**src/rtl/z80_uart_io.sv**
```systemverilog
// Z80 I/O-bus UART register block: RX/TX byte FIFOs, IM2 vector register and
// maskable RX-available / TX-empty interrupts in front of the uart_rx/uart_tx cores.
module z80_uart_io #(
    parameter logic [7:0]  IO_BASE      = 8'h00,
    parameter int unsigned FIFO_AW      = 4,
    parameter logic [7:0]  IVEC_DEFAULT = 8'h6C
) (
    input  logic       CLK,
    input  logic       RESET_n,
    input  logic [7:0] A,
    input  logic [7:0] D_in,
    output logic [7:0] D_out,
    output logic       D_oe,
    input  logic       IORQ_n,
    input  logic       RD_n,
    input  logic       WR_n,
    input  logic       M1_n,
    output logic       INT_n,
    input  logic [7:0] rx_data,
    input  logic       rx_data_ready,
    output logic       rx_clear,
    output logic [7:0] tx_data,
    output logic       tx_send,
    input  logic       tx_ready
);
    localparam int unsigned Depth = 2 ** FIFO_AW;
    typedef logic [FIFO_AW:0] ptr_t;
    typedef enum logic [1:0] {TIdle, TSend, TBusy, TDone} tx_state_e;

    logic [7:0] offset, d_out_q, vector_q, tx_data_q, rd_mux, status;
    logic       in_range, rd_sel, wr_sel, ack_sel, rd_sel_q, wr_sel_q, ack_sel_q;
    logic       rd_start, wr_start, ack_start, sel_data, sel_ctrl, sel_vec, flush;
    logic       rx_ie_q, tx_ie_q, rx_overrun_q, tx_drop_q, rx_clear_q, int_n_q;
    logic       rx_empty, rx_full, rx_in, rx_push, rx_pop, rx_ovf;
    logic       tx_fifo_empty, tx_full, tx_push, tx_pop, tx_ovf, tx_empty;
    logic       irq_rx, irq_tx, src;
    ptr_t       rx_wr_q, rx_rd_q, tx_wr_q, tx_rd_q;
    logic [7:0] rx_mem [Depth];
    logic [7:0] tx_mem [Depth];
    tx_state_e  tx_state_q, tx_state_d;

    // Offset subtraction keeps the decode correct for any base, including wrap at 8'hFF.
    assign offset    = A - IO_BASE;
    assign in_range  = offset <= 8'd2;
    assign sel_data  = offset == 8'd0;
    assign sel_ctrl  = offset == 8'd1;
    assign sel_vec   = offset == 8'd2;
    assign rd_sel    = ~IORQ_n & ~RD_n & M1_n & in_range;
    assign wr_sel    = ~IORQ_n & ~WR_n & in_range;
    assign ack_sel   = ~M1_n & ~IORQ_n;
    assign rd_start  = rd_sel & ~rd_sel_q;
    assign wr_start  = wr_sel & ~wr_sel_q;
    assign ack_start = ack_sel & ~ack_sel_q;
    assign flush     = wr_start & sel_ctrl & D_in[7];

    assign rx_empty = rx_wr_q == rx_rd_q;
    assign rx_full  = (rx_wr_q[FIFO_AW] != rx_rd_q[FIFO_AW]) &&
                      (rx_wr_q[FIFO_AW-1:0] == rx_rd_q[FIFO_AW-1:0]);
    assign rx_pop   = rd_start & sel_data & ~rx_empty;
    assign rx_in    = rx_data_ready & ~rx_clear_q;
    assign rx_push  = rx_in & (~rx_full | rx_pop);
    assign rx_ovf   = rx_in & rx_full & ~rx_pop;

    assign tx_fifo_empty = tx_wr_q == tx_rd_q;
    assign tx_full  = (tx_wr_q[FIFO_AW] != tx_rd_q[FIFO_AW]) &&
                      (tx_wr_q[FIFO_AW-1:0] == tx_rd_q[FIFO_AW-1:0]);
    assign tx_push  = wr_start & sel_data & (~tx_full | tx_pop);
    assign tx_ovf   = wr_start & sel_data & tx_full & ~tx_pop;
    assign tx_empty = tx_fifo_empty & (tx_state_q == TIdle) & tx_ready;

    assign irq_rx = rx_ie_q & ~rx_empty;
    assign irq_tx = tx_ie_q & tx_empty;
    assign src    = ~irq_rx & irq_tx;

    // rx_avail and tx_space sit in bits [2:1] where legacy BASIC code polls them.
    assign status = {tx_drop_q, rx_overrun_q, 2'b00, tx_empty, ~tx_full, ~rx_empty, 1'b0};

    always_comb begin
        rd_mux = 8'h00;
        if (sel_data && !rx_empty) begin
            rd_mux = rx_mem[rx_rd_q[FIFO_AW-1:0]];
        end else if (sel_ctrl) begin
            rd_mux = status;
        end else if (sel_vec) begin
            rd_mux = vector_q;
        end
    end

    always_comb begin
        tx_state_d = tx_state_q;
        tx_pop     = 1'b0;
        tx_send    = 1'b0;
        unique case (tx_state_q)
            TIdle: if (!tx_fifo_empty && tx_ready && !flush) begin
                tx_pop     = 1'b1;
                tx_state_d = TSend;
            end
            TSend: begin
                tx_send    = 1'b1;
                tx_state_d = TBusy;
            end
            TBusy: if (!tx_ready) tx_state_d = TDone;
            TDone: if (tx_ready) tx_state_d = TIdle;
            default: tx_state_d = TIdle;
        endcase
    end

    always_ff @(posedge CLK) begin
        if (!RESET_n || flush) begin
            rx_wr_q <= '0;
            rx_rd_q <= '0;
            tx_wr_q <= '0;
            tx_rd_q <= '0;
        end else begin
            if (rx_push) rx_wr_q <= rx_wr_q + 1'b1;
            if (rx_pop)  rx_rd_q <= rx_rd_q + 1'b1;
            if (tx_push) tx_wr_q <= tx_wr_q + 1'b1;
            if (tx_pop)  tx_rd_q <= tx_rd_q + 1'b1;
        end
    end

    always_ff @(posedge CLK) begin
        if (rx_push) rx_mem[rx_wr_q[FIFO_AW-1:0]] <= rx_data;
        if (tx_push) tx_mem[tx_wr_q[FIFO_AW-1:0]] <= D_in;
    end

    always_ff @(posedge CLK) begin
        if (!RESET_n) begin
            rd_sel_q     <= 1'b0;
            wr_sel_q     <= 1'b0;
            ack_sel_q    <= 1'b0;
            rx_ie_q      <= 1'b0;
            tx_ie_q      <= 1'b0;
            rx_overrun_q <= 1'b0;
            tx_drop_q    <= 1'b0;
            rx_clear_q   <= 1'b0;
            int_n_q      <= 1'b1;
            d_out_q      <= 8'h00;
            vector_q     <= IVEC_DEFAULT;
            tx_data_q    <= 8'h00;
            tx_state_q   <= TIdle;
        end else begin
            rd_sel_q   <= rd_sel;
            wr_sel_q   <= wr_sel;
            ack_sel_q  <= ack_sel;
            rx_clear_q <= rx_data_ready;
            int_n_q    <= ~(irq_rx | irq_tx);
            tx_state_q <= tx_state_d;
            if (wr_start && sel_ctrl) begin
                rx_ie_q <= D_in[0];
                tx_ie_q <= D_in[1];
            end
            if (wr_start && sel_vec) vector_q <= D_in;
            if (flush) begin
                rx_overrun_q <= 1'b0;
                tx_drop_q    <= 1'b0;
            end else begin
                if (rx_ovf) rx_overrun_q <= 1'b1;
                if (tx_ovf) tx_drop_q    <= 1'b1;
            end
            if (ack_start) begin
                d_out_q <= {vector_q[7:2], src, vector_q[0]};
            end else if (rd_start) begin
                d_out_q <= rd_mux;
            end
            if (tx_pop) tx_data_q <= tx_mem[tx_rd_q[FIFO_AW-1:0]];
        end
    end

    assign D_out    = d_out_q;
    assign D_oe     = rd_sel | ack_sel;
    assign INT_n    = int_n_q;
    assign rx_clear = rx_clear_q;
    assign tx_data  = tx_data_q;
endmodule

```
**config.mk**
```make
export PLATFORM = sky130hd
export DESIGN_NAME = z80_uart_io
export DESIGN_NICKNAME = d
export VERILOG_FILES = /design/src/rtl/z80_uart_io.sv
export SDC_FILE = /design/constraint.sdc
export NUM_CORES = 1
export LEC_CHECK = 0
export CORE_ASPECT_RATIO = 1.4
export CORE_MARGIN = 4
export CORE_UTILIZATION = 55
export DETAILED_ROUTE_END_ITERATION = 7
export PLACE_DENSITY = 0.87
export SETUP_SLACK_MARGIN = 0.15
export SLEW_MARGIN = 20
export SYNTH_ARGS = -nofsm -noshare
export SYNTH_HDL_FRONTEND = slang
export SYNTH_SLANG_ARGS = --single-unit
```
**constraint.sdc**
```tcl
create_clock -name CLK -period 2.5 [get_ports CLK]
set_input_delay 0.5 -clock CLK [delete_from_list [all_inputs] [get_ports CLK]]
set_output_delay 0.5 -clock CLK [all_outputs]
set_load 0.02 [all_outputs]
```
After elaboration in Yosys (flattened, before gate mapping)
Memory sizes are Yosys's and may differ from the RTL's. A register that Yosys moved wholly into a read port is not among the register bits.
Index checks and enable logic that the tools add are counted.
Storage, ports and cells
  register bits after elaboration: 47
  bits in writable memories: 256
  output and inout bits: 20
  logic and storage cells: 119
  memories kept: 2
  input port bits: 32
Memories
  rx_mem: depth 16, width 8, rd ports 1, clocked after Yosys merged registers in 1, write ports 1, line 38  | logic [7:0] rx_mem [Depth];
  tx_mem: depth 16, width 8, rd ports 1, clocked after Yosys merged registers in 1, write ports 1, line 39  | logic [7:0] tx_mem [Depth];
Operators by class
  equality and inequality tests: 14
  bitwise logic cells: 46
  add/subtract/negate cells: 4
  $lt $le $gt $ge: 1
  muxes and demuxes: 18
  reductions and logical operators: 18
Operator list (number)
  $mux W8: 5
  $and A1 B1 Y1: 26
  $add A5 B1 Y5 const B: 4
  $not A1 Y1: 16
  $eq A5 B5 Y1: 2
  $eq A4 B4 Y1: 2
  $eq A8 B1 Y1 const B: 1
  $eq A8 B2 Y1 const B: 1
  $le A8 B2 Y1 const B: 1
  $logic_not A8 Y1: 1
  $mux W4: 2
  $pmux W2 S4: 1
  $logic_and A1 B1 Y1: 7
  $mux W1: 7
  $mux W2: 3
  $logic_not A1 Y1: 5
  $eq A2 B2 Y1 const B: 2
  $ne A2 B2 Y1 const B: 2
  $or A1 B1 Y1: 4
  $reduce_and A3 Y1: 1
  $eq A2 B1 Y1 const B: 1
  $logic_not A2 Y1: 1
  $ne A1 B1 Y1: 2
  $ne A2 B1 Y1 const B: 1
  3 further kinds: 3

Logic depth before layout (Yosys ltp)
Gate-level depths: netlist of run 1.
  depth in word-level cells: 14
  mapped depth: 8
  depth with buffers taken out: 6

Worst setup path before layout of run 1
OpenSTA, ideal clock, no wires.
  kind: input to register
  start: input IORQ_n
  end: memory tx_mem[3][0] (enable)
  path slack: -0.094 ns
  required time: 2.117 ns
  data arrival time: 2.211 ns
  stages: 5
  path buffers: 1
  setup time: 0.383 ns
  cells stage by stage: buf_6 > or3_4 > nor4_4 > o311ai_1 > nor3_1
On the way
  cells in the longest elaborated chain, start to end: 14
  elaborated cells between the ends (all ways): 15
  classes of those cells: mux (4); bitwise (9); reduce/logical (2)
RTL lines
  start: declaration: line 14  | input logic IORQ_n,
  $not A1 Y1 (*): line 49  | assign wr_sel = ~IORQ_n & ~WR_n & in_range;
  $and A1 B1 Y1 (*) (2 in a row): line 49
  $and A1 B1 Y1 (*): line 52  | assign wr_start = wr_sel & ~wr_sel_q;
  $and A1 B1 Y1 (2 in a row): line 54  | assign flush = wr_start & sel_ctrl & D_in[7];
  $logic_not A1 Y1: line 94  | TIdle: if (!tx_fifo_empty && tx_ready && !flush) begin
  $logic_and A1 B1 Y1: line 94
  $mux W1: line 94
  $mux W1: line 93  | unique case (tx_state_q)
  $or A1 B1 Y1: line 67  | assign tx_push = wr_start & sel_data & (~tx_full | tx_pop);
  $and A1 B1 Y1 (*): line 67
  $mux W1 (*): line 124  | if (tx_push) tx_mem[tx_wr_q[FIFO_AW-1:0]] <= D_in;
  $mux W1 (implied by the code) (*): line 124
  end: declaration: line 39
Every way passes the cells marked *; elsewhere a longest branch is shown, timed or not.

Worst setup path after layout of run 1
  start: input A[6]
  end: memory rx_mem[5][5] (enable)
On the way
  cells in the longest elaborated chain, start to end: 9
  elaborated cells between the ends (all ways): 10
  classes of those cells: order compare (1); mux (2); bitwise (6); reduce/logical (1)
RTL lines
  start: declaration: line 10  | input logic [7:0] A,
  $le A8 B2 Y1: line 44  | assign in_range = offset <= 8'd2;
  $and A1 B1 Y1: line 48  | assign rd_sel = ~IORQ_n & ~RD_n & M1_n & in_range;
  $and A1 B1 Y1: line 51  | assign rd_start = rd_sel & ~rd_sel_q;
  $and A1 B1 Y1 (*) (2 in a row): line 59  | assign rx_pop = rd_start & sel_data & ~rx_empty;
  $or A1 B1 Y1 (*): line 61  | assign rx_push = rx_in & (~rx_full | rx_pop);
  $and A1 B1 Y1 (*): line 61
  $mux W1 (*): line 123  | if (rx_push) rx_mem[rx_wr_q[FIFO_AW-1:0]] <= rx_data;
  $mux W1 (implied by the code) (*): line 123
  end: declaration: line 38
Marked as above.

==> results of run 1 <==
[power by group]
part           internal (mW)  switching [mW]  leakage, nW  total [mW]
clock network           2.24            1.82        0.419        4.06
registers               5.69          0.0162         2.78        5.71
logic                  0.152           0.222         1.86       0.374
total                   8.08            2.06         5.06        10.1
[how the worst max path moves through the flow]
| stage | start | end | slack [ps] |
|---|---|---|---|
| after floorplan | IORQ_n | rx_mem[1][0]$_DFFE_PP_ | -50 |
| after global placement | IORQ_n | rx_mem[4][3]$_DFFE_PP_ | -350 |
| after detailed placement | A[7] | rx_mem[5][3]$_DFFE_PP_ | -370 |
| after CTS | A[2] | D_oe | 40 |
| after global routing | rx_wr_q[3]$_SDFFE_PP0P_ | D_out[2]$_SDFFE_PN0P_ | 40 |
| final | A[6] | rx_mem[5][5]$_DFFE_PP_ | 160 |
[per-layer routing]
metal	GRT usage (%)	part of all wire, %	vias to the layer above
li1	-	-	3256
met1	26.2	34	3756
met2	42.4	56	267
met3	3.06	5.1	83
met4	8.87	4.4	0
met5	0	0	-
[kinds of logic after synthesis]
group	Yosys count	synth area share [%]
adders and majority gates	15	1.46
DFF	315	68.9
and+or+nand+nor	175	7.16
xor gates and xnor gates	18	1.28
buffers and inverters	44	1.60
AOI/OAI and AO/OA	80	4.88
muxes	92	14.7
[layout by cell type, fill, tap and decap left out, types with 4 or more instances in the layout]
master and count:
edfxtp_1 256, buf_4 78, mux4_2 67, dfxtp_1 56, clkdlybuf4s50_1 49, nand2_1 38, nor2_1 32, clkbuf_16 29
nand3_1 22, a21oi_1 18, mux2i_1 16, ha_1 15, xnor2_1 11, o2bb2ai_1 11, inv_1 10, and3_4 10
buf_12 9, nor2b_1 8, mux4_1 8, clkbuf_1 7, clkinv_1 7, nand4_1 6, xor2_1 6, nand2b_1 6
buf_6 6, nor2_2 5, nor3_1 5, a211oi_1 5, a22oi_1 5, clkinv_2 5, and2_1 4, nand2_2 4
nor3_2 4, o21ai_0 4
[metrics by stage]
stage | TNS [ps] | power [mW] | hold slack, ps | std cells
detailed placement | -73160 | 6.17 | 452 | 1150
floorplan | -842 | 5.94 | 432 | 739
finish | 0 | 10.1 | 465 | 1208
CTS | 0 | 10.2 | 462 | 1204
global route | 0 | 10.5 | 476 | 1208
global placement | -66740 | 6.16 | 445 | 1150
[sequential cells by signal, summed over array words and instances (netlist names), 2 cells and up, named ones only]
register    count
rx_mem        128
tx_mem        128
D_out           8
tx_data         8
vector_q        8
rx_rd_q         5
rx_wr_q         5
tx_rd_q         5
tx_wr_q         5
tx_state_q      2
[worst max-delay path: stages]
cell and delay [ps]:
clkdlybuf4s50_1 450, nor4_4 310, buf_4 180, nand4_1 100, buf_4 180, a31oi_4 280
buf_6 150, nand2_4 90, nor2_4 160, buf_4 170
[cell type report]
type                            count  area share [%]
Clock inverter                     17           0.737
Multi-Input combinational cell    380            25.6
Clock buffer                       36            4.87
Sequential cell                   315            57.4
Tap cell                          306            2.48
Inverter                           10           0.243
Timing Repair Buffer              144            8.68
[repair_timing]
action,CTS,global route
gates cloned,0,0
setup buffers,1,4
endpoints found under the setup margin,13,126
resized for setup,3,25
pin swaps,1,2
hold buffers,0,0
==> impl_metrics.yaml, run 1 <==
outcome:
  status: "finished, final reports clean"
timing:
  fin_crit_ps: 2340
  tightest_slew_ps: 800
  rsz0062_at_grt: "true"
  slew_viol_final: 0
  timing.final.crit_share_pct: 93.5
  hold_viol: 0
  finalClockSkew_ps: 8.54
  fmax_mhz: 428
  setup_violations: 0
  worst_slack_ps: 163
  relSlewSlack_pct: 46.5
flow_run:
  cap_violations: 0
clock_tree:
  insertion_delay_ps: 530
  clk_pin_slew_ps: 60
  cts_buffer_depth: 3
  cts-buffers-inserted: 29
  cts_tree: "yes"
  cts_max_level: 1
  cts.sinks: 315
  cts_root_buf: "clkbuf_16"
synth:
  dominantRegCellSynth: "edfxtp_1"
  synthCells: 739
  ys_top_cells_by_area: "edfxtp_1 60%, mux4_2 12%, dfxtp_1 9.2%"
  synth_top_cell_by_area: "edfxtp_1"
  synth_nets: 786
  synth_top_area_share_pct: 59.7
  synth_edf_count: 256
  synth_area_sq_mm: 0.0129
  avgSynthCellArea_sq_um: 17.4
  ys_ff_latch: 315
  synth_cell_type_count: 65
  ys_seq_area_share_pct: 68.9
  yosysWarnings: 0
  async_flop_share_pct: 0
  synth_most_common_cell: "edfxtp_1"
  ys_top_cells_by_count: "256 x edfxtp_1, 67 x mux4_2, 59 x dfxtp_1"
detailed_routing:
  viasPerCell: 6.09
  drt-initial-drc-count: 545
  ant_nets: 0
  vias: 7362
  wl_um: 29100
  detail_route.first_pass.iterations: 5
  route.detailed.drc: 0
  routedWlPerCell_um: 24.1
setup_path:
  r2r_slack_ps: 190
  worstSetupEndpointType: "flop"
  rr_endpoint: "rx_mem[5][5]$_DFFE_PP_"
  worstSetupPathType: "in -> reg"
  required_ps: 2750
  cp.arrival_ps: 2580
  ff2ff_path_depth: 8
  rr_startpoint: "rx_wr_q[3]$_SDFFE_PP0P_"
  startpoint_type: "input port"
  path_max_fanout: 4
floorplan:
  die_h_um: 189
  core_region_area_sq_mm: 0.0231
  rows: 66
  start_util_pct: 55.6
  io_pins: 52
  dieArea_sq_mm: 0.0259
  die_w_um: 137
hold_path:
  worstHoldPathCells: 2
  min_to: "tx_data[2]$_SDFFE_PN0P_"
  hold_class: "reg -> reg"
  min-delay-start: "tx_data[2]$_SDFFE_PN0P_"
grt:
  gr-total-overflow: 0
  grt_max_degree: 36
  antenna_found_initial: 0
  grt_usage_pct: 22.8
  grt_pass1_wl_um: 44400
  grt_pass1_vias: 7644
cells_and_area:
  regArea_sq_mm: 0.00887
  layout.nets: 927
  fill_cells: 1487
  antennaDiodeCount: 0
  drive_gt1_share_pct: 28.0
  multi_input_area_sq_mm: 0.00395
  final_core_util_pct: 66.8
  syn_to_final_growth_pct: 20.1
  stdcell_area_sq_mm: 0.0155
placement:
  hpwl_um: 19300
  dp_slack_ps: -370
  dpl_cell_area_sq_mm: 0.0145
  port_buffers: 51
  gp_congestion: 0.824
power:
  vdd_drop_max_v: 0.000678
  leakagePower_nw: 5.06
  power_density_mw_per_mm2: 656
Note: power is estimated with default switching activity, not from simulation.
==> inputs of run 2 (changes only) <==
--- a/config.mk
+++ b/config.mk
@@ -11,7 +11,7 @@
 export DETAILED_ROUTE_END_ITERATION = 7
 export PLACE_DENSITY = 0.87
 export SETUP_SLACK_MARGIN = 0.15
-export SLEW_MARGIN = 20
+export SKIP_CTS_REPAIR_TIMING = 1
 export SYNTH_ARGS = -nofsm -noshare
 export SYNTH_HDL_FRONTEND = slang
 export SYNTH_SLANG_ARGS = --single-unit
==> run 2 against run 1 <==
  * Fmax is 1.9% lower
  * Non-clock buffer count unchanged
  * Register-to-register slack worse by 70 ps
  * Clock power about the same
  * Combinational power down 1%
  * Core utilization grew 0.065 points
  * Cell count stayed put
  * Clock skew is 1.7 ps higher
  * Worst hold slack got worse by 1.5 ps
  * Wire length grew 1.1%
  * Sequential share of layout area hardly changed
==> impl_metrics.yaml, run 2 (synthesis gave the netlist of run 1 again) <==
outcome:
  status: "finished, final reports clean"
floorplan:
  start_util_pct: 55.6
  dieArea_sq_mm: 0.0259
  io_pins: 52
  die_w_um: 137
  core_region_area_sq_mm: 0.0231
  die_h_um: 189
  rows: 66
placement:
  dpl_cell_area_sq_mm: 0.0145
  gp_congestion: 0.824
  hpwl_um: 19300
  dp_slack_ps: -370
  port_buffers: 51
clock_tree:
  cts_max_level: 1
  cts_buffer_depth: 3
  insertion_delay_ps: 540
  cts-buffers-inserted: 29
  cts_root_buf: "clkbuf_16"
  clk_pin_slew_ps: 70
  cts_tree: "yes"
  cts.sinks: 315
grt:
  grt_usage_pct: 22.8
  antenna_found_initial: 0
  gr-total-overflow: 0
  grt_pass1_wl_um: 44500
  grt_max_degree: 36
  grt_pass1_vias: 7629
power:
  leakagePower_nw: 5.04
  power_density_mw_per_mm2: 656
  vdd_drop_max_v: 0.000671
  p_total_mw: 10.1
cells_and_area:
  mostFrequentLayoutCells: "256 x edfxtp_1, 74 x buf_4, 67 x mux4_2, 55 x dfxtp_1, 50 x clkdlybuf4s50_1"
  stdcell_area_sq_mm: 0.0155
  layout.nets: 927
  drive_gt1_share_pct: 28.2
  mostFrequentLayoutCell: "edfxtp_1"
  final_core_util_pct: 66.9
  antennaDiodeCount: 0
  syn_to_final_growth_pct: 20.2
detailed_routing:
  drt-initial-drc-count: 542
  vias: 7379
  routedWlPerCell_um: 24.3
  route.detailed.drc: 0
  viasPerCell: 6.11
  detail_route.first_pass.iterations: 5
  wl_um: 29400
  ant_nets: 0
timing:
  slew_viol_final: 0
  worst_slack_ps: 117
  rsz0062_at_grt: "true"
  fin_crit_ps: 2380
  fmax_mhz: 420
  tightest_slew_ps: 824
  timing.final.crit_share_pct: 95.3
  setup_tns_ps: 0
  relSlewSlack_pct: 44.9
  hold_viol: 0
  finalClockSkew_ps: 10.3
  setup_violations: 0
hold_path:
  hold_class: "reg -> reg"
setup_path:
  worstSetupPathType: "reg -> reg"
  required_ps: 2730
  r2r_slack_ps: 120
  startpoint_type: "flop"
  worstPathCellList: "xor2_2, nor4_2, buf_4, a31oi_4, nand2_2, nor3_2, buf_4"
  rr_startpoint: "rx_wr_q[2]$_SDFFE_PP0P_"
  worstSetupEndpointType: "flop"
  ff2ff_path_depth: 7
  cp.arrival_ps: 2620
  crit_end: "rx_mem[2][1]$_DFFE_PP_"
  path_max_fanout: 10
  crit_top_cell: "buf_4"
  rr_endpoint: "rx_mem[2][1]$_DFFE_PP_"
  cp-startpoint: "rx_wr_q[2]$_SDFFE_PP0P_"
  crit_slowest_cell: "dfxtp_1"
  cpPeakStageDelay_ps: 730
flow_run:
  cap_violations: 0
==> run 2: power by group <==
group | leakage [nW] | switching (mW) | internal (mW)
sequential | 2.78 | 0.0167 | 5.69
clock | 0.419 | 1.83 | 2.24
combinational | 1.84 | 0.221 | 0.149
==> run 2: per-stage QoR <==
step                      hold WS [ps]  cells
after global routing               476   1208
after detailed placement           452   1150
after global placement             445   1150
after CTS                          462   1203
final                              464   1208
after floorplan                    432    739
==> run 2: cell type report <==
type | instances | area [sq um]
Inverter | 10 | 37.5
Timing Repair Buffer | 144 | 1360
Sequential cell | 315 | 8880
Tap cell | 306 | 383
Multi-Input combinational cell | 380 | 3950
Clock buffer | 36 | 752
Clock inverter | 17 | 114
Fill cell | 1487 | 7650
==> run 2: routing by layer <==
metal | vias up | track usage [%] | routed length (um)
met5 | - | 0 | 0
met4 | 0 | 8.79 | 1190
met3 | 74 | 3.06 | 1440
met2 | 284 | 42.4 | 16500
met1 | 3760 | 26.4 | 10300
li1 | 3261 | - | -
==> run 2: how the worst min path moves through the flow <==
stage          slack (ps)                     start  cells after the start                       end
2_1_floorplan         430      rx_ie_q$_SDFFE_PN0N_                      2      rx_ie_q$_SDFFE_PN0N_
3_3_place_gp          450   tx_data[3]$_SDFFE_PN0P_                      2   tx_data[3]$_SDFFE_PN0P_
3_5_place_dp          450      rx_ie_q$_SDFFE_PN0N_                      2      rx_ie_q$_SDFFE_PN0N_
4_1_cts               460  vector_q[1]$_SDFFE_PN0P_                      2  vector_q[1]$_SDFFE_PN0P_
5_1_grt               480   tx_data[3]$_SDFFE_PN0P_                      2   tx_data[3]$_SDFFE_PN0P_
6_report              460  vector_q[1]$_SDFFE_PN0P_                      2  vector_q[1]$_SDFFE_PN0P_
==> run 2: critical path, delay by kind of cell (launching register included) <==
kind                   cells  cell delay, ps
AO/OA/AOI/OAI              1             310
XOR/XNOR                   1             190
buffers and inverters      2             430
flip-flops                 1             730
AND/OR/NAND/NOR            3             410
